--- config.mk ---
export PLATFORM = sky130hd
export DESIGN_NAME = logic_unit_pipe
export DESIGN_NICKNAME = d
export VERILOG_FILES = /design/src/rtl/logic_unit_pipe.sv
export SDC_FILE = /design/constraint.sdc
export NUM_CORES = 1
export LEC_CHECK = 0
export CAP_MARGIN = 20
export CORE_MARGIN = 3
export CORE_UTILIZATION = 60
export DETAILED_ROUTE_END_ITERATION = 8
export MAX_ROUTING_LAYER = met4
export PLACE_DENSITY = 0.83
export SYNTH_ARGS = -nofsm -noshare
export SYNTH_HDL_FRONTEND = slang
export SYNTH_SLANG_ARGS = --single-unit
--- constraint.sdc ---
create_clock -name clk -period 7.2 [get_ports clk]
set_input_delay 0.72 -clock clk [delete_from_list [all_inputs] [get_ports clk]]
set_output_delay 0.72 -clock clk [all_outputs]
set_load 0.05 [all_outputs]
--- src/rtl/logic_unit_pipe.sv ---
// Two-stage valid/ready bitwise logic unit with zero and parity flags.
// Stage 1 holds operands and select; stage 2 holds the registered result and flags.
module logic_unit_pipe #(
   parameter int WIDTH = 32
) (
   input  logic             clk,
   input  logic             rst,
   input  logic             flush,
   input  logic             in_valid,
   output logic             in_ready,
   input  logic [WIDTH-1:0] Ai,
   input  logic [WIDTH-1:0] Bi,
   input  logic [2:0]       sel,
   output logic             out_valid,
   input  logic             out_ready,
   output logic [WIDTH-1:0] Ei,
   output logic             zero,
   output logic             parity
);

   logic [WIDTH-1:0] a_r;
   logic [WIDTH-1:0] b_r;
   logic [2:0]       sel_r;
   logic             s1_valid_r;
   logic             out_valid_r;
   logic [WIDTH-1:0] ei_r;
   logic             zero_r;
   logic             parity_r;

   logic             s2_free_s;
   logic             s1_adv_s;
   logic             in_ready_s;
   logic             in_fire_s;
   logic [WIDTH-1:0] result_s;

   function automatic logic [WIDTH-1:0] op_f(input logic [WIDTH-1:0] a,
                                             input logic [WIDTH-1:0] b,
                                             input logic [2:0]       s);
      logic [WIDTH-1:0] r;
      case (s)
         3'b000:  r = a & b;
         3'b001:  r = a | b;
         3'b010:  r = a ^ b;
         3'b011:  r = ~a;
         3'b100:  r = ~(a & b);
         3'b101:  r = ~(a | b);
         3'b110:  r = ~(a ^ b);
         3'b111:  r = b;
         default: r = {WIDTH{1'b0}};
      endcase
      return r;
   endfunction

   function automatic logic parity_f(input logic [WIDTH-1:0] v);
      return ^v;
   endfunction

   // Handshake control; in_ready is combinational from out_ready by design.
   always_comb begin
      s2_free_s  = !out_valid_r || out_ready;
      s1_adv_s   = s1_valid_r && s2_free_s;
      in_ready_s = !s1_valid_r || s2_free_s;
      in_fire_s  = in_valid && in_ready_s;
      result_s   = op_f(a_r, b_r, sel_r);
   end

   // Stage 1: operand capture.
   always_ff @(posedge clk or posedge rst) begin
      if (rst) begin
         s1_valid_r <= 1'b0;
         a_r        <= {WIDTH{1'b0}};
         b_r        <= {WIDTH{1'b0}};
         sel_r      <= 3'b000;
      end else begin
         if (flush) begin
            s1_valid_r <= 1'b0;
         end else if (in_fire_s) begin
            s1_valid_r <= 1'b1;
         end else if (s1_adv_s) begin
            s1_valid_r <= 1'b0;
         end else begin
            s1_valid_r <= s1_valid_r;
         end
         if (in_fire_s && !flush) begin
            a_r   <= Ai;
            b_r   <= Bi;
            sel_r <= sel;
         end
      end
   end

   // Stage 2: result and flags; held while the consumer stalls.
   always_ff @(posedge clk or posedge rst) begin
      if (rst) begin
         out_valid_r <= 1'b0;
         ei_r        <= {WIDTH{1'b0}};
         zero_r      <= 1'b0;
         parity_r    <= 1'b0;
      end else begin
         if (flush) begin
            out_valid_r <= 1'b0;
         end else if (s1_adv_s) begin
            out_valid_r <= 1'b1;
         end else begin
            out_valid_r <= out_valid_r && !out_ready;
         end
         if (s1_adv_s && !flush) begin
            ei_r     <= result_s;
            zero_r   <= (result_s == {WIDTH{1'b0}});
            parity_r <= parity_f(result_s);
         end
      end
   end

   assign in_ready  = in_ready_s;
   assign out_valid = out_valid_r;
   assign Ei        = ei_r;
   assign zero      = zero_r;
   assign parity    = parity_r;

endmodule

Word level (Yosys, flattened, before mapping)

Cells that the tools add are included.

Bitwise operators: 7
Muxes and demuxes: 6
Reductions and logical operators: 15
Eq/ne operators: 7

Operators by type and width:

| kind               | count |
|---|---|
| $pmux 32 s8        | 1 |
| $not 32->32        | 4 |
| $and 32x32->32     | 1 |
| $logic_not 32->1   | 1 |
| $or 32x32->32      | 1 |
| $reduce_xor 32->1  | 1 |
| $xor 32x32->32     | 1 |
| $eq 3x3->1 const B | 4 |
| $eq 3x2->1 const B | 2 |
| $logic_and 1x1->1  | 5 |
| $mux 1             | 5 |
| $logic_not 1->1    | 4 |
| $eq 3x1->1 const B | 1 |
| $logic_not 3->1    | 1 |
| $reduce_bool 3->1  | 1 |
| $logic_or 1x1->1   | 2 |

Input bits: 72
Bits in registers: 103
Output and inout bits: 36
Logic and storage cells: 43

Depth between registers and ports, before layout

Depth in word-level cells: 6
Depth in mapped cells: 14
Gate-level depth less buffers: 12

Worst setup path after synthesis

Ideal clock, no wire load.

Path kind: flip-flop to flip-flop
From: register sel_r[0]
To: register parity_r (netlist: parity)
Period minus slack after synthesis: 2.393 ns
Path slack: 4.807 ns
Data required time: 7.068 ns
Arrival time: 2.261 ns
Stages on the path, launching flop included: 13
Buffers on the path: 2
Library setup time: 0.132 ns
Path through: dfrtp_1 buf_6 nor2b_4 buf_6 mux2_4 a211oi_2 o21ai_1 ha_1 xnor2_1 xnor2_1 xnor2_1 xnor2_1 o21ai_1

Word-level cells in the longest chain between the ends: 3
Elaborated cells between the ends (all ways): 10
Those cells by class: 7 x eq/ne; 1 x mux; 2 x reduce/logical

RTL lines:

| element                            | RTL line | source |
|---|---|---|
| start, declared                    | 23       | `logic [2:0] sel_r;` |
| start signal, assigned             | 87       | `sel_r <= sel;` |
| $eq 3x3->1 (tied with other cells) | 40       | `case (s)` |
| $pmux 32 s8 *                      | 40       |  |
| $reduce_xor 32->1 *                | 55       | `return ^v;` |
| end signal, assigned               | 110      | `parity_r <= parity_f(result_s);` |
| end, declared                      | 28       | `logic parity_r;` |

Mark *: on every way between the ends. The rest lies on a longest branch, timed or not.
A chain may end at the register's enable or synchronous reset.

Worst setup path in the final report

From: register sel_r[2]
To: register parity_r (netlist: parity)

Same word-level chain as after synthesis.

==> metrics.csv <==
metric;value;unit
DR vias/cell;5.496;
Slowest-stage cell, CP;dfrtp_4;
peak supply drop;0.1948;mV
Clock transition at path regs;70;ps
fin crit share;0.5504;
worst slew pin tran;917.3;ps
setup bufs post-CTS;0;
count of final setup violators;0;
ys async rst share;1.000;
clk root buf;clkbuf_16;
fmax;252.3;MHz
area grow syn2layout;17.28;%
Worst EP arrival;4190;ps
CP startpoint kind;register;
Mapped Area;7597;um2
largest net degree at the start of global routing;75;
Post-Syn Instances;764;
Post-synth EDFFs;0;
worst reg2reg path endpoint;parity$_DFFE_PP0P_;
Mapped Avg Cell Area;9.944;um2
final clock skew;8.906;ps
main flop type after synthesis;dfrtp_1;
Worst Path Max Fanout;72;
antenna violations before repair;0;
placed cells;995;
Worst Hold Class;register to register;
GPL Wtd Cong;0.9787;
I/O pin count;108;
layout cell share with drive strength beyond 1;0.1020;
Yosys cell types;43;
DRT Wirelength;16530;um
cts repair resizes;0;
setup TNS;0;ps
Place WS;3267;ps
Port Buffers;107;
# diodes;0;
vias in the first global route;5569;
TritonCTS clock tree;yes;
Seq/Total Area, Yosys;0.3393;
DRC violations left;0;
r2r setup slk;3240;ps
final cell count without fillers;1011;
Worst Hold Depth;2;
Syn. warnings;0;
Core Box Area;12210;um2
Nets;990;
setup ws final;3237;ps
Initial Util;0.6221;
PD cells;325.5;nW/um2
H-tree Lvls;3;
die extent in y;118.5;um
Num CTS Buffers;9;
RSZ-0062 raised after global routing;no;
residual overflow from global routing;0;
flops & latches, synth;103;
Final Hold Fails;0;
outcome;finished clean;
layout filler cell count;918;
CP Capture Type;register;
worst r2r src;sel_r[2]$_DFFE_PP0P_;
Global Route Usage Sum;0.2499;
worst-case clock buffer depth;2;
WL per Instance;16.35;um
Die Area;14050;um2
most frequent standard cell in the layout excluding fill and tap cells;clkdlybuf4s50_1;
# hold bufs at CTS;0;
Final Critical Period;3963;ps
post-route ant nets;0;
Clock Latency Late Sink;360;ps
Reg2Reg Depth;11;
initial DRC count;328;
cell row count;40;
HP Start;Ei[15]$_DFFE_PP0P_;
Die Width;118.5;um
CTS sink cnt;103;
Critical Path Most Common Cell;xnor2_1;
worst rel slew slack;0.3884;
worst path cell trace;buf_4, nor2b_4, mux2_2, a211oi_1, o21ai_1, ha_1, xnor2_1, xnor2_1, xnor2_1, xnor2_1, o21ai_1;
syn_nets;916;
vias post-DR;5556;
Worst Hold Path EP;Ei[15]$_DFFE_PP0P_;
first-pass GRT wire length;27530;um
TritonRoute pass-1 iters;4;
Max stage delay on crit path;990;ps
CP required;7420;ps
leakage power;4.133;nW
Slew Limit Fails;0;
crit path kind;register to register;
Post-DP HPWL;11950;um
max-cap violation count;0;
most frequent cells in the layout;107 x clkdlybuf4s50_1, 100 x dfrtp_1, 80 x ha_1;
==> where the power goes <==
group	internal, W	switching, W	total (W)
combinational	0.000690	0.000877	0.00157
sequential	0.000704	0.000128	0.000832
clock	0.000281	0.000221	0.000502
==> metal layers <==
| layer | track usage | wire length, um |
|---|---|---|
| met1 | 0.3355 | 7668 |
| met2 | 0.3911 | 7868 |
| met3 | 0.05742 | 832 |
| met4 | 0.05286 | 155 |
| met5 | - | 0 |
==> kinds of logic after synthesis <==
logic type / after synthesis / synth area share
AO/OA/AOI/OAI: 136 / 0.1064
XOR/XNOR: 77 / 0.08877
adder cells (fa/ha/maj): 80 / 0.1318
buffers and inverters: 129 / 0.08152
flip-flops: 103 / 0.3393
multiplexers: 123 / 0.1757
AND/OR/NAND/NOR: 116 / 0.07658
==> critical path, delay by kind of cell, from the launching register on <==
| family | cells | cell delay [ps] |
|---|---|---|
| DFF | 1 | 990 |
| adders and majority gates | 1 | 310 |
| buffers and inverters | 1 | 840 |
| AOI/OAI and AO/OA | 3 | 440 |
| muxes | 1 | 320 |
| xor gates and xnor gates | 4 | 680 |
| and+or+nand+nor | 1 | 210 |
==> per-stage QoR <==
step	instance area (um2)	utilization	total power, W	hold WS [ps]
2_1_floorplan	7597	-	0.002018	504.6
3_3_place_gp	8610	0.7050	0.002349	466.9
3_5_place_dp	8610	0.7050	0.002405	480.6
4_1_cts	8910	0.7296	0.002917	495.5
5_1_grt	8910	0.7296	0.003090	504.3
6_report	8910	0.7296	0.002900	492.0
==> state kept, by name, summed over array words and instances (netlist names) <==
register	cells
parity	1
a_r	32
b_r	32
Ei	32
out_valid	1
sel_r	3
zero	1
s1_valid_r	1
==> cell usage after synthesis, drive strengths merged (2+ instances only) <==
library cell,n,area [um2]
a211oi,11,92.58
a21oi,38,190.2
a22oi,6,45.04
a31oi,7,43.79
buf,43,296.5
clkbuf,7,26.28
dfrtp,103,2577
ha,80,1001
inv,79,296.5
mux2,77,874.6
mux2i,46,460.4
nand2,37,138.9
nand2b,20,125.1
nand4,4,25.02
nor2,34,127.6
nor2b,3,28.78
nor3,6,30.03
nor3b,4,41.29
o211ai,10,75.07
o21ai,56,306.6
o22ai,6,37.54
or3b,2,20.02
or4,2,15.01
xnor2,29,254.0
xor2,48,420.4
==> how the worst max path moves through the flow <==
stage,start,end,slack [ps]
2_1_floorplan,rst,Ei[0]$_DFFE_PP0P_,3780
3_3_place_gp,sel_r[2]$_DFFE_PP0P_,parity$_DFFE_PP0P_,3350
3_5_place_dp,sel_r[2]$_DFFE_PP0P_,parity$_DFFE_PP0P_,3270
4_1_cts,sel_r[2]$_DFFE_PP0P_,parity$_DFFE_PP0P_,3250
5_1_grt,sel_r[2]$_DFFE_PP0P_,parity$_DFFE_PP0P_,2970
6_report,sel_r[2]$_DFFE_PP0P_,parity$_DFFE_PP0P_,3240
==> area by class of cell <==
type,instances,area [um2],area share
Multi-Input combinational cell,532,4400,0.4939
Sequential cell,103,2584,0.2900
Timing Repair Buffer,113,1116,0.1253
Inverter,79,299.0,0.03356
Clock buffer,12,246.5,0.02766
Tap cell,168,210.2,0.02359
Clock inverter,4,53.80,0.006038
(Power assumes the default switching activity.)
